[src/rtl/nes_bus_glue_pkg.sv]
// Shared constants for the NES host bus glue: region indices and default sizes.
package nes_bus_glue_pkg;

    localparam int unsigned REGION_MEM       = 0;
    localparam int unsigned REGION_PPU       = 1;
    localparam int unsigned REGION_CAR_FIRST = 2;

    localparam int unsigned DEF_SEL_WIDTH    = 3;
    localparam int unsigned DEF_DELAY_WIDTH  = 2;
    localparam int unsigned DEF_DELAY_LENGTH = 4;

endpackage

[src/rtl/onehot_decoder.sv]
// Parameterised binary to one-hot decoder; exactly one output bit is set.
module onehot_decoder #(
    parameter int unsigned IN_WIDTH  = 3,
    parameter int unsigned OUT_WIDTH = 1 << IN_WIDTH
) (
    input  logic [IN_WIDTH-1:0]  bin_i,
    output logic [OUT_WIDTH-1:0] onehot_o
);

    for (genvar i = 0; i < OUT_WIDTH; i++) begin : g_dec
        assign onehot_o[i] = (bin_i == IN_WIDTH'(i));
    end

endmodule

[src/rtl/tick_delay_line.sv]
// Tick-enabled shift register with asynchronous clear; output is the last stage.
module tick_delay_line #(
    parameter int unsigned WIDTH  = 2,
    parameter int unsigned LENGTH = 4
) (
    input  logic             clk,
    input  logic             rst,
    input  logic             tick_i,
    input  logic [WIDTH-1:0] data_i,
    output logic [WIDTH-1:0] data_o
);

    logic [LENGTH-1:0][WIDTH-1:0] stage_q;
    logic [LENGTH-1:0][WIDTH-1:0] stage_d;

    // Non-tick cycles hold every stage so only tick edges count as delay.
    always_comb begin
        stage_d = stage_q;
        if (tick_i) begin
            stage_d[0] = data_i;
            for (int n = 1; n < int'(LENGTH); n++) begin
                stage_d[n] = stage_q[n-1];
            end
        end
    end

    always_ff @(posedge clk or posedge rst) begin
        if (rst) begin
            stage_q <= '0;
        end else begin
            stage_q <= stage_d;
        end
    end

    assign data_o = stage_q[LENGTH-1];

endmodule

[src/rtl/nes_bus_glue.sv]
// Host bus glue for the 2A03 core: region decode, gated strobes, read-data steering
// and the tick-gated video sync delay line.
module nes_bus_glue
    import nes_bus_glue_pkg::*;
#(
    parameter int unsigned P_sel_width    = DEF_SEL_WIDTH,
    parameter int unsigned P_delay_width  = DEF_DELAY_WIDTH,
    parameter int unsigned P_delay_length = DEF_DELAY_LENGTH
) (
    input  logic                         I_clock,
    input  logic                         I_reset,
    input  logic [15:0]                  I_addr,
    input  logic                         I_phy2,
    input  logic                         I_rdwr,
    output logic [(1<<P_sel_width)-1:0]  O_addr_dec,
    output logic                         O_mem_select,
    output logic                         O_ppu_select,
    output logic                         O_car_select,
    output logic                         O_mem_wren,
    output logic                         O_ppu_wren,
    output logic                         O_ppu_rden,
    output logic                         O_car_wren,
    input  logic [7:0]                   I_mem_data,
    input  logic [7:0]                   I_ppu_data,
    input  logic [7:0]                   I_car_data,
    output logic [7:0]                   O_rd_data,
    input  logic                         I_tick,
    input  logic [P_delay_width-1:0]     I_sync,
    output logic [P_delay_width-1:0]     O_sync
);

    localparam int unsigned REGION_COUNT = 1 << P_sel_width;

    logic [P_sel_width-1:0] region_idx;
    logic                   wren;
    logic                   rden;
    logic                   unused_addr_bits;

    assign region_idx       = I_addr[15 -: P_sel_width];
    assign unused_addr_bits = ^I_addr[15-P_sel_width:0];

    onehot_decoder #(
        .IN_WIDTH  (P_sel_width),
        .OUT_WIDTH (REGION_COUNT)
    ) u_decoder (
        .bin_i    (region_idx),
        .onehot_o (O_addr_dec)
    );

    assign O_mem_select = O_addr_dec[REGION_MEM];
    assign O_ppu_select = O_addr_dec[REGION_PPU];
    assign O_car_select = |O_addr_dec[REGION_COUNT-1:REGION_CAR_FIRST];

    // Strobes are purely combinational so they can only move with phy2/rdwr/addr.
    assign wren = I_phy2 & ~I_rdwr;
    assign rden = I_phy2 &  I_rdwr;

    assign O_mem_wren = wren & O_mem_select;
    assign O_ppu_wren = wren & O_ppu_select;
    assign O_ppu_rden = rden & O_ppu_select;
    assign O_car_wren = wren & O_car_select;

    always_comb begin
        O_rd_data = I_car_data;
        if (region_idx == P_sel_width'(REGION_MEM)) begin
            O_rd_data = I_mem_data;
        end else if (region_idx == P_sel_width'(REGION_PPU)) begin
            O_rd_data = I_ppu_data;
        end
    end

    tick_delay_line #(
        .WIDTH  (P_delay_width),
        .LENGTH (P_delay_length)
    ) u_sync_delay (
        .clk    (I_clock),
        .rst    (I_reset),
        .tick_i (I_tick),
        .data_i (I_sync),
        .data_o (O_sync)
    );

endmodule

[config.mk]
export PLATFORM = sky130hd
export DESIGN_NAME = nes_bus_glue
export DESIGN_NICKNAME = d
export VERILOG_FILES = /design/src/rtl/nes_bus_glue_pkg.sv /design/src/rtl/onehot_decoder.sv /design/src/rtl/tick_delay_line.sv /design/src/rtl/nes_bus_glue.sv
export SDC_FILE = /design/constraint.sdc
export NUM_CORES = 1
export LEC_CHECK = 0
export ABC_AREA = 1
export CORE_ASPECT_RATIO = 1.1
export CORE_MARGIN = 4
export CORE_UTILIZATION = 28
export CTS_CLUSTER_SIZE = 8
export DETAILED_ROUTE_END_ITERATION = 12
export GPL_ROUTABILITY_DRIVEN = 1
export GPL_TIMING_DRIVEN = 0
export PLACE_DENSITY = 0.87
export SLEW_MARGIN = 20
export SYNTH_ARGS = -nofsm -noshare
export SYNTH_HDL_FRONTEND = slang
export SYNTH_HIERARCHICAL = 1
export SYNTH_SLANG_ARGS = --single-unit
[constraint.sdc]
create_clock -name I_clock -period 0.9 [get_ports I_clock]
set_input_delay 0.225 -clock I_clock [delete_from_list [all_inputs] [get_ports I_clock]]
set_output_delay 0.225 -clock I_clock [all_outputs]
set_load 0.005 [all_outputs]
==> results.py <==
metrics = {
    "run_status": {
        "status": "finished, violations left",
        "violations": "negative setup slack",
    },
    "sta": {
        "report.final.slew_viol_count": 0,
        "tightest_slew_ns": 0.2973,
        "whs_ns": 0.2109,
        "slew_headroom_pct": 80.16,
        "fmaxAchievable_mhz": 791.1,
        "hold_viol": 0,
        "rsz0062_at_grt": "true",
        "finalCritPeriodShare_pct": 140.4,
        "min_period_ns": 1.264,
        "finClkSkew_ns": 0.003021,
        "setup_slack_ns": -0.3640,
        "finalSetupViolations": 24,
    },
    "logic_synthesis": {
        "ys_ff_latch": 8,
        "yosys-top-cells-count": "nand2_1, nand3_1, nor2_1, dfrtp_1, inv_1",
        "synth_top_area_share_pct": 29.80,
        "synthMostInstantiatedCell": "nand2_1",
        "synth_top_area_cell": "dfrtp_1",
        "yosys_warnings": 6,
        "ys.flop_type": "dfrtp_1",
        "ys_types": 14,
        "synth_nets": 157,
        "syn_area_per_cell_um2": 6.108,
        "synthArstFlopShare_pct": 100.0,
        "synth-edff-count": 0,
        "synth_cells": 110,
        "ys_seq_area_share_pct": 29.80,
        "synth_area_leaders": "dfrtp_1, nand2_1, nand3_1",
        "synth_area_um2": 671.9,
    },
    "cells_and_area": {
        "area_growth_pct": 139.3,
        "fill_cells": 165,
        "drive_gt1_share_pct": 51.85,
        "multi_input_comb_area_um2": 521.8,
        "seq_area_um2": 200.2,
        "finalNetCount": 238,
    },
    "floorplan": {
        "coreArea_um2": 2275,
        "dieArea_um2": 3248,
        "rows": 18,
        "die_height_um": 59.38,
        "io_pins": 72,
        "start_util_pct": 29.54,
        "die_w_um": 54.71,
    },
    "critical_path": {
        "worst-path-buf-inv": 5,
        "r2r_cells": 3,
        "cp_max_fo": 4,
        "cp.arrival_ns": 1.04,
        "cp-start-kind": "input port",
        "cpMaxStageDelayCell": "buf_8",
        "crit_family": "buffers and inverters",
        "crit_cells": 8,
        "cp-end-kind": "output port",
        "cp_cell_sequence": "buf_12 > buf_8 > nor2_8 > buf_6 > buf_6 > nand2_2 > nand3_2 > buf_2",
        "r2r_end": "u_sync_delay/data_o[1]",
        "timing.critical_path.mode_cell": "buf_6",
        "slowest_delay_ns": 0.13,
        "ff2ff_setup_slack_ns": 0.18,
        "r2r_start": "u_sync_delay/data_o[1]",
        "worstSetupPathType": "in -> out",
        "worstPathRequired_ns": 0.67,
    },
    "flow_run": {
        "drv_cap": 0,
    },
    "detailed_routing": {
        "route.vias.total": 1042,
        "drc_errors": 0,
        "drtPass1Iterations": 4,
        "via_per_inst": 4.715,
        "drt_iter0_drc": 35,
        "routed_wl_um": 3472,
        "final_antenna_net_count": 0,
        "drt-wirelength-per-cell_um": 15.71,
    },
    "power_and_ir_drop": {
        "pwr-share-clk_pct": 19.8,
        "seqPwrFrac_pct": 31.3,
        "combPwrFrac_pct": 48.9,
        "intPower_uw": 925.5,
        "ir_worst_vdd_v": 0.0008062,
        "power_density_nw_per_um2": 848.8,
        "p_leak_uw": 0.0008498,
        "p_sw_share_pct": 32.18,
        "p_switching_uw": 439.2,
    },
    "clocking": {
        "clk_latency_ns": 0.25,
        "cts_max_level": 1,
        "tritoncts": "built",
        "cts-buffers-inserted": 3,
        "clockBufferDepth": 2,
        "clkSlewWorstSetupHoldPaths_ns": 0.05,
        "cts_hold_buf": 0,
        "cts_sinks": 8,
        "cts_root_buffer": "clkbuf_4",
    },
    "placed_design": {
        "dpl.hpwl_um": 1931,
        "portBuffers": 57,
        "dp_slack_ns": -1.383,
        "place_congestion": 0.7503,
    },
    "global_route": {
        "grt_usage_pct": 18.32,
        "overflow": 0,
        "grt_max_degree": 10,
        "grt_pass1_wl_um": 4353,
        "first_global_vias": 971,
        "antenna_found_initial": 2,
    },
    "hold_path": {
        "hp-class": "in -> async",
    },
}
[worst register-to-register path: cells and delay by family (launching register included)]
kind / cells / cell delay (ns)
buffers and inverters: 1 / 0.13
DFF: 1 / 0.39
and+or+nand+nor: 2 / 0.09
[through the flow]
step	setup TNS (ns)	total power, µW	instances	util, %	instance area, µm²
3_5_place_dp	-28.71	978.7	197	58.80	1338
4_1_cts	-3.773	1315	214	67.33	1531
2_1_floorplan	-0.03464	642.9	110	-	729.5
5_1_grt	-5.574	1443	221	70.68	1608
6_report	-5.003	1365	221	70.68	1608
3_3_place_gp	-28.21	961.3	197	58.80	1338
[cell type report]
cell class	instances	share of cell area [%]
clock buffer	3	1.401
buffer	4	3.035
tap	30	2.335
multi-input combinational	85	32.45
antenna	2	0.3113
sequential	8	12.45
inverter	12	4.514
timing repair buffer	77	43.50
[worst max-delay path by stage]
stage / start / endpoint / slack [ns]
floorplan: I_addr[14] / O_ppu_rden / -0.01
global placement: I_addr[14] / O_car_wren / -1.36
detailed placement: I_addr[14] / O_car_wren / -1.38
CTS: I_addr[15] / O_rd_data[6] / -0.31
global route: I_addr[13] / O_rd_data[5] / -0.37
finish: I_addr[13] / O_rd_data[5] / -0.36
[layout by cell type (no fill, tap or decap), drive strengths merged, types with 3 or more instances in the layout]
| cell | n |
|---|---|
| buf | 53 |
| clkbuf | 4 |
| clkdlybuf4s50 | 20 |
| dfrtp | 8 |
| dlygate4sd2 | 4 |
| dlymetal6s2s | 3 |
| inv | 11 |
| nand2 | 50 |
| nand3 | 15 |
| nor2 | 18 |
[flip-flops by register name, summed over array words and instances (netlist names)]
name,cells
u_sync_delay/data_o,2
u_sync_delay/stage_q,6
[kinds of logic (layout without fill, tap and decap cells)]
family,Yosys count,after routing,share of synthesized area (%)
AO/OA/AOI/OAI,1,1,0.7442
buffers and inverters,18,96,15.08
flip-flops,8,8,29.79
other,0,2,0
AND/OR/NAND/NOR,83,84,54.38
[power groups by stage]
stage                     Sequential, µW  Clock, µW  Combinational (µW)
after floorplan                      423          0                 219
after global placement               426          0                 535
after detailed placement             431          0                 548
after CTS                            428        278                 609
after global routing                 431        302                 710
final                                427        270                 667
[what timing repair did]
| item | in CTS | in global routing |
|---|---|---|
| setup buffers | 15 | 4 |
| gates resized for setup | 184 | 15 |
| cloned | 1 | 1 |
| pin swaps | 23 | 14 |
| hold endpoints to repair | 0 | 0 |
| endpoints found under the setup margin | 25 | 25 |
[metal layers]
layer / share of wire (%) / vias to the layer above / global-route usage, %
met5: 0 / - / 0
met4: 2.9 / 0 / 7.117
met3: 14 / 13 / 5.793
met2: 49 / 72 / 34.80
met1: 34 / 463 / 17.32
li1: - / 494 / -
Note: power is estimated with default switching activity, not from simulation.
